`src/rtl/mac_rx_buffer_if.sv`:
```
// rtl/mac_rx_buffer_if.sv - write/read/status bundle for the MAC RX word FIFO
interface mac_rx_buffer_if #(
  parameter int N_CHANNELS = 4,
  parameter int W_BYTE     = 8,
  parameter int DEPTH      = 16,
  parameter int W_CNT      = $clog2(DEPTH)
);
  logic                         i_clk_en;
  logic                         i_clr;
  logic                         i_wen;
  logic [N_CHANNELS-1:0]        i_wctrl;
  logic [N_CHANNELS*W_BYTE-1:0] i_wdata;
  logic                         o_full;
  logic                         i_ren;
  logic [N_CHANNELS-1:0]        o_rctrl;
  logic [N_CHANNELS*W_BYTE-1:0] o_rdata;
  logic                         o_empty;
  logic [W_CNT:0]               o_level;
  logic [15:0]                  o_drop_cnt;

  modport slave (
    input  i_clk_en, i_clr, i_wen, i_wctrl, i_wdata, i_ren,
    output o_full, o_rctrl, o_rdata, o_empty, o_level, o_drop_cnt
  );

  modport master (
    output i_clk_en, i_clr, i_wen, i_wctrl, i_wdata, i_ren,
    input  o_full, o_rctrl, o_rdata, o_empty, o_level, o_drop_cnt
  );
endinterface

```
`src/rtl/mac_rx_buffer.sv`:
```
// rtl/mac_rx_buffer.sv - frame-aware show-ahead RX word FIFO with overflow truncation
module mac_rx_buffer #(
  parameter int N_CHANNELS = 4,
  parameter int W_BYTE     = 8,
  parameter int DEPTH      = 16,
  parameter int W_CNT      = $clog2(DEPTH)
) (
  input  logic           i_clk,
  input  logic           i_reset_n,
  mac_rx_buffer_if.slave bus
);
  localparam int W_DATA  = N_CHANNELS * W_BYTE;
  localparam int W_ENTRY = N_CHANNELS + W_DATA;

  localparam logic [0:0] ST_PASS = 1'b0;
  localparam logic [0:0] ST_DROP = 1'b1;

  localparam logic [W_CNT:0] LVL_RSV = (W_CNT + 1)'(DEPTH - 1);

  localparam logic [W_BYTE-1:0] B_START = W_BYTE'(8'hFB);
  localparam logic [W_BYTE-1:0] B_TERM  = W_BYTE'(8'hFD);
  localparam logic [W_BYTE-1:0] B_IDLE  = W_BYTE'(8'h07);
  localparam logic [W_BYTE-1:0] B_ERR   = W_BYTE'(8'hFE);

  localparam logic [W_ENTRY-1:0] IDLE_WORD = {{N_CHANNELS{1'b1}}, {N_CHANNELS{B_IDLE}}};
  localparam logic [W_ENTRY-1:0] ERR_WORD  = {{N_CHANNELS{1'b1}}, {N_CHANNELS{B_ERR}}};

  logic [W_CNT:0]       wptr_q, wptr_d;
  logic [W_CNT:0]       rptr_q, rptr_d;
  logic [0:0]           state_q, state_d;
  logic                 in_frame_q, in_frame_d;
  logic [15:0]          drop_cnt_q, drop_cnt_d;
  logic [W_ENTRY-1:0]   mem_q [DEPTH];

  logic [W_CNT:0]       level;
  logic [W_CNT:0]       eff;
  logic                 empty;
  logic                 rd_fire;
  logic                 is_start;
  logic                 is_term;
  logic                 wr_store;
  logic [W_ENTRY-1:0]   wr_word;
  logic [W_ENTRY-1:0]   head;

  // Occupancy, head-of-queue view and incoming word classification.
  always_comb begin
    level    = wptr_q - rptr_q;
    empty    = (level == '0);
    rd_fire  = bus.i_ren & ~empty;
    eff      = level - {{W_CNT{1'b0}}, rd_fire};
    is_start = bus.i_wctrl[0] & (bus.i_wdata[W_BYTE-1:0] == B_START);
    is_term  = 1'b0;
    for (int i = 0; i < N_CHANNELS; i++) begin
      if (bus.i_wctrl[i] && bus.i_wdata[i*W_BYTE +: W_BYTE] == B_TERM) begin
        is_term = 1'b1;
      end
    end
    head = mem_q[rptr_q[W_CNT-1:0]];
  end

  // Next-state: flush, read advance, and the PASS/DROP write decision.
  always_comb begin
    wptr_d     = wptr_q;
    rptr_d     = rptr_q;
    state_d    = state_q;
    in_frame_d = in_frame_q;
    drop_cnt_d = drop_cnt_q;
    wr_store   = 1'b0;
    wr_word    = {bus.i_wctrl, bus.i_wdata};
    if (bus.i_clk_en) begin
      if (bus.i_clr) begin
        wptr_d     = '0;
        rptr_d     = '0;
        state_d    = ST_PASS;
        in_frame_d = 1'b0;
        drop_cnt_d = '0;
      end else begin
        if (rd_fire) begin
          rptr_d = rptr_q + 1'b1;
        end
        if (bus.i_wen) begin
          if (state_q == ST_PASS) begin
            if (eff < LVL_RSV) begin
              wr_store = 1'b1;
              if (is_term) begin
                in_frame_d = 1'b0;
              end else if (is_start) begin
                in_frame_d = 1'b1;
              end
            end else if (eff == LVL_RSV && (in_frame_q || is_start)) begin
              // The reserved last slot carries the error marker that truncates the frame.
              wr_store = 1'b1;
              wr_word  = ERR_WORD;
              if (drop_cnt_q != 16'hFFFF) begin
                drop_cnt_d = drop_cnt_q + 16'd1;
              end
              if (is_term) begin
                in_frame_d = 1'b0;
              end else begin
                state_d    = ST_DROP;
                in_frame_d = 1'b1;
              end
            end
          end else if (is_term) begin
            state_d    = ST_PASS;
            in_frame_d = 1'b0;
          end
        end
        if (wr_store) begin
          wptr_d = wptr_q + 1'b1;
        end
      end
    end
  end

  // Control state registers.
  always_ff @(posedge i_clk or negedge i_reset_n) begin
    if (!i_reset_n) begin
      wptr_q     <= '0;
      rptr_q     <= '0;
      state_q    <= ST_PASS;
      in_frame_q <= 1'b0;
      drop_cnt_q <= '0;
    end else begin
      wptr_q     <= wptr_d;
      rptr_q     <= rptr_d;
      state_q    <= state_d;
      in_frame_q <= in_frame_d;
      drop_cnt_q <= drop_cnt_d;
    end
  end

  // Entry storage; contents are don't-care until a pointer covers them.
  always_ff @(posedge i_clk) begin
    if (wr_store) begin
      mem_q[wptr_q[W_CNT-1:0]] <= wr_word;
    end
  end

  // Show-ahead outputs; the idle word stands in while empty.
  always_comb begin
    {bus.o_rctrl, bus.o_rdata} = empty ? IDLE_WORD : head;
    bus.o_empty    = empty;
    bus.o_full     = (level >= LVL_RSV);
    bus.o_level    = level;
    bus.o_drop_cnt = drop_cnt_q;
  end
endmodule

```
`src/flat_wrapper.sv`:
```
// flat-port wrapper written by rule: the top's interface ports become plain ports
module mac_rx_buffer_flat 
#(
  parameter int N_CHANNELS = 4,
  parameter int W_BYTE     = 8,
  parameter int DEPTH      = 16,
  parameter int W_CNT      = $clog2(DEPTH)
)
  (i_clk, i_reset_n, bus_i_clk_en, bus_i_clr, bus_i_wen, bus_i_wctrl, bus_i_wdata, bus_i_ren, bus_o_full, bus_o_rctrl, bus_o_rdata, bus_o_empty, bus_o_level, bus_o_drop_cnt);
  mac_rx_buffer_if #(.N_CHANNELS(N_CHANNELS), .W_BYTE(W_BYTE), .DEPTH(DEPTH), .W_CNT(W_CNT)) bus_i ();
  input  logic i_clk;
  input  logic i_reset_n;
  input wire logic [$bits(bus_i.i_clk_en)-1:0] bus_i_clk_en;
  input wire logic [$bits(bus_i.i_clr)-1:0] bus_i_clr;
  input wire logic [$bits(bus_i.i_wen)-1:0] bus_i_wen;
  input wire logic [$bits(bus_i.i_wctrl)-1:0] bus_i_wctrl;
  input wire logic [$bits(bus_i.i_wdata)-1:0] bus_i_wdata;
  input wire logic [$bits(bus_i.i_ren)-1:0] bus_i_ren;
  output wire logic [$bits(bus_i.o_full)-1:0] bus_o_full;
  output wire logic [$bits(bus_i.o_rctrl)-1:0] bus_o_rctrl;
  output wire logic [$bits(bus_i.o_rdata)-1:0] bus_o_rdata;
  output wire logic [$bits(bus_i.o_empty)-1:0] bus_o_empty;
  output wire logic [$bits(bus_i.o_level)-1:0] bus_o_level;
  output wire logic [$bits(bus_i.o_drop_cnt)-1:0] bus_o_drop_cnt;
  assign bus_i.i_clk_en = bus_i_clk_en;
  assign bus_i.i_clr = bus_i_clr;
  assign bus_i.i_wen = bus_i_wen;
  assign bus_i.i_wctrl = bus_i_wctrl;
  assign bus_i.i_wdata = bus_i_wdata;
  assign bus_i.i_ren = bus_i_ren;
  assign bus_o_full = bus_i.o_full;
  assign bus_o_rctrl = bus_i.o_rctrl;
  assign bus_o_rdata = bus_i.o_rdata;
  assign bus_o_empty = bus_i.o_empty;
  assign bus_o_level = bus_i.o_level;
  assign bus_o_drop_cnt = bus_i.o_drop_cnt;
  mac_rx_buffer #(.N_CHANNELS(N_CHANNELS), .W_BYTE(W_BYTE), .DEPTH(DEPTH), .W_CNT(W_CNT)) u_core (.i_clk(i_clk), .i_reset_n(i_reset_n), .bus(bus_i));
endmodule
```
`config.mk`:
```
export PLATFORM = sky130hd
export DESIGN_NAME = mac_rx_buffer_flat
export DESIGN_NICKNAME = d
export VERILOG_FILES = /design/src/rtl/mac_rx_buffer_if.sv /design/src/rtl/mac_rx_buffer.sv /design/src/flat_wrapper.sv
export SDC_FILE = /design/constraint.sdc
export NUM_CORES = 1
export LEC_CHECK = 0
export BUFFER_PORTS_ARGS = -buffer_cell sky130_fd_sc_hd__buf_2
export CAP_MARGIN = 20
export CORE_MARGIN = 10
export CORE_UTILIZATION = 66
export CTS_BUF_LIST = sky130_fd_sc_hd__clkbuf_4 sky130_fd_sc_hd__clkbuf_8 sky130_fd_sc_hd__clkbuf_16
export DETAILED_ROUTE_END_ITERATION = 8
export PLACE_DENSITY_LB_ADDON = 0.12
export SYNTH_ARGS = -nofsm -noshare
export SYNTH_HDL_FRONTEND = slang
export SYNTH_SLANG_ARGS = --single-unit
export TNS_END_PERCENT = 30
```
`constraint.sdc`:
```
create_clock -name i_clk -period 14.9 [get_ports i_clk]
set_clock_uncertainty 0.05 [all_clocks]
set_input_delay 0.745 -clock i_clk [delete_from_list [all_inputs] [get_ports i_clk]]
set_output_delay 0.745 -clock i_clk [all_outputs]
set_load 0.01 [all_outputs]
```
== Yosys cells after proc, flatten, opt, wreduce, memory -nomap -nowiden ==
Memory sizes are Yosys's and may differ from the RTL's.
Cells that the tools add are included.
Widths: inputs -> output; s select.

* Flip-flop bits (word level): 28
* Bits in latches: 0
* Memory bits (writable): 576
* Bits in read-only memories: 0
* Input port bits: 42
* Output and inout port bits: 59
* Logic and storage cells: 90
* Memories kept: 1

* $add $sub $neg: 5
* $mul: 0
* Div/mod/pow operators: 0
* Order comparisons: 2
* Equal/unequal tests: 11
* Shift operators: 0
* Muxes and demuxes: 45
* Bitwise operators: 3
* Reductions and logical operators: 18

{| class="wikitable"
|+ Memory list
! memory !! words !! width !! rd ports !! clocked after Yosys merged registers in !! wr ports !! line !! source
|-
| u_core.mem_q || 16 || 36 || 1 || 0 || 1 || mac_rx_buffer.sv:33 || <nowiki>logic [W_ENTRY-1:0] mem_q [DEPTH];</nowiki>
|}

{| class="wikitable"
|+ Operator list
! operator !! count
|-
| $mux 36 || 7
|-
| $mux 16 || 6
|-
| $eq 8x8->1 const B || 5
|-
| $mux 1 || 28
|-
| $mux 5 || 4
|-
| $add 16x1->16 const B || 1
|-
| $ne 16x16->1 const B || 1
|-
| $add 5x1->5 const B || 2
|-
| $reduce_bool 2->1 || 5
|-
| $reduce_and 2->1 || 3
|-
| $reduce_and 6->1 || 1
|-
| $eq 5x4->1 const B || 1
|-
| $ge 5x4->1 const B || 1
|-
| $logic_and 1x1->1 || 5
|-
| $logic_not 5->1 || 1
|-
| $lt 5x4->1 const B || 1
|-
| $reduce_and 5->1 || 1
|-
| $sub 5x1->5 || 1
|-
| $sub 5x5->5 || 1
|-
| $ne 2x2->1 const B || 2
|-
| $ne 4x2->1 const B || 1
|-
| $reduce_bool 4->1 || 1
|-
| $ne 3x3->1 const B || 1
|-
| $and 1x1->1 || 2
|-
| 2 further kinds || 2
|}

== Longest topological paths before layout ==
Gate-level depths: netlist (run 1).

* Word-level depth: 17
* Gate-level depth with buffers: 17
* Depth with buffers taken out: 15

== Worst setup path before layout (run 1) ==
OpenSTA, ideal clock, no wires.

* Path type: flip-flop to flip-flop
* Start: reg u_core.rptr_q[2]
* End: mem u_core.mem_q[5][0] in the netlist's numbering (enable)
* Setup time: 397 ps
* Data arrival time: 5178 ps
* Data required time: 14453 ps
* Setup slack: 9275 ps
* Cell stages (with the launch flop): 17
* Buffers on the path: 3
* Clock period less this slack: 5625 ps
* Cells stage by stage: dfrtp_1 -> inv_2 -> buf_1 -> ha_1 -> and3b_4 -> or3_4 -> a21oi_1 -> a41oi_1 -> ha_1 -> ha_1 -> and3_1 -> o211a_2 -> o211ai_1 -> and3_1 -> buf_2 -> buf_2 -> and4b_1

* Word-level cells in the longest chain between the ends: 17
* Elaborated cells between the ends (all ways): 18
* Those cells by class: add/sub (2); order compare (1); eq/ne (1); mux (10); bitwise (2); reduce/logical (2)

{| class="wikitable"
|+ RTL lines
! item !! line !! source
|-
| start: declaration || mac_rx_buffer.sv:29 || <nowiki>logic [W_CNT:0] rptr_q, rptr_d;</nowiki>
|-
| start signal: assignment || mac_rx_buffer.sv:126 || <nowiki>rptr_q <= rptr_d;</nowiki>
|-
| $sub 5x5->5 (*) || mac_rx_buffer.sv:47 || <nowiki>level = wptr_q - rptr_q;</nowiki>
|-
| $logic_not 5->1 || mac_rx_buffer.sv:48 || <nowiki>empty = (level == '0);</nowiki>
|-
| $not 1->1 || mac_rx_buffer.sv:49 || <nowiki>rd_fire = bus.i_ren & ~empty;</nowiki>
|-
| $and 1x1->1 || mac_rx_buffer.sv:49 ||
|-
| $sub 5x1->5 (*) || mac_rx_buffer.sv:50 || <nowiki>eff = level - {{W_CNT{1'b0}}, rd_fire};</nowiki>
|-
| branches (longest 3 deep; another with $lt 5x4->1) || -- ||
|-
| $mux 1 (*) || mac_rx_buffer.sv:83 || <nowiki>if (eff < LVL_RSV) begin</nowiki>
|-
| $mux 1 (*) || mac_rx_buffer.sv:82 || <nowiki>if (state_q == ST_PASS) begin</nowiki>
|-
| $mux 1 (*) || mac_rx_buffer.sv:81 || <nowiki>if (bus.i_wen) begin</nowiki>
|-
| $mux 1 (*) || mac_rx_buffer.sv:71 || <nowiki>if (bus.i_clr) begin</nowiki>
|-
| $mux 1 (*) || mac_rx_buffer.sv:70 || <nowiki>if (bus.i_clk_en) begin</nowiki>
|-
| $mux 1 (*) || mac_rx_buffer.sv:71 ||
|-
| $mux 1 (*) || mac_rx_buffer.sv:70 ||
|-
| $mux 1 (*) || mac_rx_buffer.sv:135 || <nowiki>if (wr_store) begin</nowiki>
|-
| $mux 1 (implied by the code) (*) || mac_rx_buffer.sv:136 || <nowiki>mem_q[wptr_q[W_CNT-1:0]] <= wr_word;</nowiki>
|-
| end: declaration || mac_rx_buffer.sv:33 ||
|}

Mark *: on every way between the ends. The select of a mux whose other input is x is not followed.

== Worst setup path after layout (run 1) ==
* Start: reg u_core.rptr_q[2]
* End: mem u_core.mem_q[6][25] in the netlist's numbering (enable)

The elaborated chain is that of the path after synthesis.

==> impl_metrics.tcl, run 1 <==
set metrics [dict create \
    outcome "complete, no violations" \
    cp_top_family "simple AND/OR/NAND/NOR gates" \
    arrival_ps 6520 \
    io_pins 101 \
    fin_nets 1322 \
    wl_per_cell_um 30.6 \
    place_hpwl_mm 29.9 \
    routed-wl-met2_mm 26.7 \
    cts_tree "done" \
    grt_antenna_before_repair 2 \
    ir_worst_vdd_mv 0.322 \
    critPathRequiredTime_ps 15080 \
    netlist-cell-type-count 63 \
    worst-path-max-fanout 37 \
    initialDrtViolationCount 1398 \
    yosysTopAreaCell "edfxtp_1" \
    cts.repair.resized 0 \
    relSlewSlack 0.322 \
    cpMostUsedCell "ha_1" \
    routed_wl_mm 54.4 \
    yosysSeqAreaShare 0.742 \
    final.setup.tns_ps 0 \
    viasPerCell 6.76 \
    path_clk_slew_ps 60 \
    drc 0 \
    clockBufferDepth 3 \
    cts_buffers 57 \
    worstMarginPinSlew_ps 1020 \
    grt_use_total 0.251 \
    synth_area_leaders "edfxtp_1 71%, mux4_2 17%, dfrtp_1 2.9%" \
    first_global_vias 12700 \
    hold_viol 0 \
    fin_cells 1780 \
    regArea_mm2 0.0180 \
    cts.htree.levels 2 \
    grt_pass1_wl_mm 81.2 \
    synth-seq-cells 604 \
    met3WireLength_mm 5.49 \
    fp.dieW_um 212 \
    syn_nets 1193 \
    final_common_cell "edfxtp_1" \
    critPathSlowestCell "buf_4" \
    worstSetupStartpointType "flip-flop" \
    postCtsSetupRepairBufs 0 \
    gp_congestion 0.845 \
    coreArea_mm2 0.0364 \
    drive_gt1_frac 0.340 \
    fillers 2068 \
    clk_latency_ps 600 \
    period_needed_ps 6340 \
    clockRootBuffer "clkbuf_16" \
    start_util 0.666 \
    first_pass_iters 5 \
    hold_class "primary input to asynchronous set/reset pin" \
    synth_area_per_cell_um2 21.3 \
    synth_area_mm2 0.0243 \
    antenna_left 0 \
    finalCritPeriodShare 0.426 \
    synth_edf_count 576 \
    drv_slew 0 \
    die_area_mm2 0.0448 \
    cts.sink_count 604 \
    end_kind "flip-flop" \
    finalSetupViolCount 0 \
    dr_total_vias 12000 \
    multi_input_area_mm2 0.00599 \
    core.rowCount 70 \
    setup_ws_ps 8560 \
    most-common-layout-cells "576 x edfxtp_1, 180 x mux4_2, 100 x buf_2" \
    rsz0062_at_grt "false" \
    grt-ovfl-total 0 \
    cellLeakagePower_nw 8.88 \
    die_h_um 212 \
    path_buf_inv 3 \
    synth-warning-count 0 \
    ctsHoldBuffers 0 \
    path_cells "inv_2, buf_4, ha_1, and3b_4, or3_4, a21oi_1, a41oi_1, ha_1, ha_1, and3_1, o211a_2, o211ai_1, and3_1, and4b_2, buf_4" \
    wl_met1_mm 20.7 \
    syn_to_final_growth_pct 12.0 \
    synth_cells 1138 \
    highest_layer "met4" \
    grt_max_degree 123 \
    ys_async_sr_fraction 0.0464 \
    maxCapViolations 0 \
    ys.flop_type "edfxtp_1" \
    crit_path_max_incr_delay_ps 720 \
    clock.fmax_ghz 0.158 \
    place_inst 1673 \
    synth_top_area_share 0.713 \
    port_buffers 100 \
    worst-setup-path-type "flip-flop to flip-flop" \
    post-place-ws_ps 8610 \
    p_per_area_mw_per_mm2 168 \
]
[sequential cells by signal, indices dropped and copies added (netlist names)]
| register | flops |
|---|---|
| u_core.wptr_q | 5 |
| u_core.in_frame_q | 1 |
| u_core.bus.o_drop_cnt | 16 |
| u_core.state_q | 1 |
| u_core.rptr_q | 5 |
| u_core.mem_q | 576 |
[routing by layer]
layer / up-vias / track usage
met4: 0 / 0.0868
li1: 4995 / -
met3: 97 / 0.0599
met5: - / 0
met1: 6289 / 0.342
met2: 654 / 0.396
[synthesized netlist by cell type, types with 2 or more instances]
library cell	count
inv_1	18
ha_1	12
nand4_1	9
a41o_1	3
buf_2	19
and4_1	3
a21boi_0	2
nand4b_1	2
buf_1	4
nor4_1	8
nand2_1	20
xnor2_2	2
dfrtp_1	28
o21ai_0	11
a31oi_1	4
and3_1	14
nor2_1	24
a21oi_2	2
xor2_1	3
or3_1	2
nand3_1	13
or2_1	7
a21oi_1	15
nor2b_1	22
xnor2_1	7
edfxtp_1	576
nand2b_1	35
or2_2	9
nor3_1	4
clkbuf_1	31
a32o_1	3
and2_1	5
nor3_2	2
and4b_1	8
o22ai_1	2
o21ai_2	2
a31o_1	2
mux4_2	180
[cells by family after synthesis]
group	share of synthesized area
compound gates	0.0187
xor+xnor	0.00562
fa+ha+maj	0.00701
buf+inv	0.0127
flops	0.742
mux	0.167
simple gates	0.0470
[layout make-up]
class	count	share of cell area
Clock buffer	78	0.0585
Timing Repair Buffer	125	0.0262
Inverter	19	0.00262
Antenna cell	1	0.0000921
Clock inverter	25	0.00819
Sequential cell	604	0.663
Multi-Input combinational cell	460	0.220
Tap cell	468	0.0215
[worst paths after layout]
kind / cells past startpoint / slack, ps / startpoint / end
max: 15 / 8560 / u_core.rptr_q[2] / u_core.mem_q[6][25]
min: 1 / 140 / i_reset_n / u_core.rptr_q[4]
max reg2reg: 15 / 8560 / u_core.rptr_q[2] / u_core.mem_q[6][25]
min reg2reg: 1 / 470 / u_core.in_frame_q / u_core.in_frame_q
max in group asynchronous: 1 / 14160 / i_reset_n / u_core.rptr_q[0]
min in group i_clk: 2 / 450 / bus_i_clk_en / u_core.wptr_q[0]
[power breakdown]
group | switching [mW] | internal, mW | leakage, nW
Combinational | 0.638 | 0.572 | 2.41
Clock | 0.586 | 0.813 | 0.916
Sequential | 0.0525 | 1.91 | 5.56
Total | 1.28 | 3.29 | 8.88
[per-stage QoR]
step	power (mW)	util	hold slack [ps]	area, um^2
after detailed placement	3.22	0.695	452	25300
after global routing	4.75	0.746	156	27200
final	4.57	0.746	140	27200
after global placement	3.20	0.695	466	25300
after CTS	4.61	0.745	124	27100
after floorplan	2.83	-	399	24300
No activity file was read; power rests on OpenSTA's default activity.
==> run 2: changes to the inputs <==
--- a/config.mk
+++ b/config.mk
@@ -5,10 +5,11 @@
 export SDC_FILE = /design/constraint.sdc
 export NUM_CORES = 1
 export LEC_CHECK = 0
+export ABC_AREA = 1
 export BUFFER_PORTS_ARGS = -buffer_cell sky130_fd_sc_hd__buf_2
 export CAP_MARGIN = 20
 export CORE_MARGIN = 10
-export CORE_UTILIZATION = 66
+export CORE_UTILIZATION = 61
 export CTS_BUF_LIST = sky130_fd_sc_hd__clkbuf_4 sky130_fd_sc_hd__clkbuf_8 sky130_fd_sc_hd__clkbuf_16
 export DETAILED_ROUTE_END_ITERATION = 8
 export PLACE_DENSITY_LB_ADDON = 0.12
==> constraint.sdc (replaced) <==
create_clock -name i_clk -period 6.6 [get_ports i_clk]
set_clock_uncertainty 0.05 [all_clocks]
set_input_delay 0.33 -clock i_clk [delete_from_list [all_inputs] [get_ports i_clk]]
set_output_delay 0.33 -clock i_clk [all_outputs]
set_load 0.01 [all_outputs]
==> run 2 against run 1 <==
  * Global-route usage rose by 0.21 points
  * Clock power rose by 140%
  * Sequential power rose by 120%
  * Sequential share of layout area fell by 1.9 points
  * Fmax rose by 23%
  * Combinational power rose by 110%
  * Count of clock-buffer cells in the layout fell by 3
  * Routed wire length rose by 18%
  * Critical path type unchanged
==> impl_metrics.tcl, run 2 <==
set metrics [dict create \
    maxCapViolations 0 \
    viasPerCell 6.29 \
    wl_per_cell_um 24.3 \
    grt_pass1_wl_mm 96.8 \
    crit_path_max_incr_delay_ps 740 \
    clockRootBuffer "clkbuf_16" \
    synth_cells 1983 \
    initialDrtViolationCount 2087 \
    first_pass_iters 6 \
    clockBufferDepth 3 \
    syn_to_final_growth_pct 12.3 \
    die_area_mm2 0.0493 \
    drc 0 \
    cts.htree.levels 2 \
    coreArea_mm2 0.0401 \
    fin_cells 2631 \
    synth_edf_count 576 \
    synth_area_leaders "edfxtp_1 69%, nand2_1 4.9%, a21oi_1 3.2%" \
    ys.flop_type "edfxtp_1" \
    worstMarginPinSlew_ps 1150 \
    fin_nets 2114 \
    postCtsSetupRepairBufs 0 \
    antenna_left 0 \
    synth_area_mm2 0.0249 \
    most-common-layout-cells "576 x edfxtp_1, 327 x nand2_1, 182 x nor2_1" \
    period_needed_ps 5150 \
    clock.fmax_ghz 0.194 \
    grt_use_total 0.253 \
    core.rowCount 73 \
    cts.repair.resized 0 \
    synth-warning-count 0 \
    start_util 0.621 \
    rsz0062_at_grt "false" \
    ctsHoldBuffers 2 \
    regArea_mm2 0.0180 \
    grt_antenna_before_repair 5 \
    critPathSlowestCell "dfrtp_4" \
    synth_top_area_share 0.694 \
    power.total_mw 10.2 \
    die_h_um 222 \
    synth_most_common_cell "edfxtp_1" \
    io_pins 101 \
    yosys-top-cells-count "576 x edfxtp_1, 327 x nand2_1, 183 x nor2_1, 157 x a21oi_1, 145 x o21ai_0" \
    place_inst 2523 \
    drv_slew 0 \
    yosysSeqAreaShare 0.722 \
    path_clk_slew_ps 70 \
    worst-setup-path-type "flip-flop to flip-flop" \
    final.setup.tns_ps 0 \
    worst-path-max-fanout 66 \
    fp.dieW_um 222 \
    arrival_ps 5380 \
    critPathRequiredTime_ps 6830 \
    final_common_cell "edfxtp_1" \
    cellLeakagePower_nw 9.93 \
    fillers 2788 \
    drive_gt1_frac 0.149 \
    synth-seq-cells 604 \
    dr_total_vias 16500 \
    ir_worst_vdd_mv 0.292 \
    final_core_util 0.698 \
    relSlewSlack 0.229 \
    grt-ovfl-total 0 \
    path_cells "ha_1, fa_1, inv_1, nand3_1, nand2_1, nand2_1, nand2_1, inv_1, nor2_1, nand3_2, nand2_1, inv_1, ha_1, ha_1, nor2_1, nand2_1, nor2_4, nand3_4, nor2_4, nand2_2, nand2_4, nand3_4, nor3_2, buf_12" \
    syn_nets 2038 \
    cts_tree "done" \
    cpMostUsedCell "nand2_1" \
    yosysTopAreaCell "edfxtp_1" \
    place_hpwl_mm 36.0 \
    multi_input_area_mm2 0.00625 \
    outcome "complete, no violations" \
    largest_reg_flops 576 \
    finalCritPeriodShare 0.780 \
    finalSetupViolCount 0 \
    rr_startpoint "u_core.rptr_q[0]" \
    min_from "bus_i_wen" \
    gp_congestion 0.865 \
    hold_viol 0 \
    p_per_area_mw_per_mm2 366 \
    grt_max_degree 183 \
    end_kind "flip-flop" \
    port_buffers 100 \
    netlist-cell-type-count 43 \
    cp-startpoint "u_core.rptr_q[0]" \
    cts_buffers 57 \
    routed_wl_mm 64.0 \
    hold_class "primary input to flip-flop" \
    worstSetupStartpointType "flip-flop" \
    cts.sink_count 604 \
    synth_area_per_cell_um2 12.6 \
    first_global_vias 16200 \
    clk_latency_ps 600 \
    ys_async_sr_fraction 0.0464 \
]
## run 2: per-layer routing
metal,part of all wire,track usage
met4,0.028,0.0833
met1,0.39,0.338
met3,0.10,0.0736
met2,0.48,0.392
met5,0.00048,0
## run 2: where the power goes
part           total (mW)  switching [mW]  internal, mW  leakage [nW]
registers            4.39           0.106          4.28          5.56
clock network        3.35            1.38          1.97         0.944
logic                2.51            1.73         0.786          3.43
total                10.2            3.21          7.03          9.93
## run 2: per-stage QoR
step                hold WS, ps  cell area, um^2  setup WS (ps)
finish                      140            28000           1450
global route                156            28000           1110
CTS                         112            28000           1500
detailed placement          347            26000           1530
global placement            337            26000           1570
floorplan                 -15.6            24900           41.2
## run 2: cell families (layout without fill, tap and decap cells)
group                    Yosys count  in the layout  share of synthesized area
other                              0              4                          0
adder cells (fa/ha/maj)           13             13                    0.00683
AND/OR/NAND/NOR                  666            666                      0.116
flip-flops                       604            604                      0.722
AO/OA/AOI/OAI                    497            497                      0.119
XOR/XNOR                          16             16                    0.00563
buffers and inverters            187            306                     0.0302
## run 2: path summary, 6_finish.rpt
kind	end	slack (ps)	cells past startpoint
worst max-delay path	u_core.mem_q[12][9]	1450	24
worst min-delay path	u_core.wptr_q[1]	140	5
worst max register to register	u_core.mem_q[12][9]	1450	24
worst min register to register	u_core.in_frame_q	430	2
max in group asynchronous	u_core.rptr_q[1]	5740	2
min in group asynchronous	u_core.state_q	250	2
## run 2: layout make-up
| type | count | share of cell area |
|---|---|---|
| clock buffers | 75 | 0.0569 |
| inverters | 61 | 0.00854 |
| multi-input cells | 1192 | 0.223 |
| clock inverters | 27 | 0.0118 |
| repair buffers | 143 | 0.0323 |
| well taps | 525 | 0.0235 |
| diodes | 4 | 0.000358 |
| flip-flops and latches | 604 | 0.643 |
## run 2: critical path: cells and delay by family (launching register included)
family / cells / cell delay [ps]
adder cells (fa/ha/maj): 4 / 1240
buffers and inverters: 4 / 580
flip-flops: 1 / 740
AND/OR/NAND/NOR: 16 / 2160
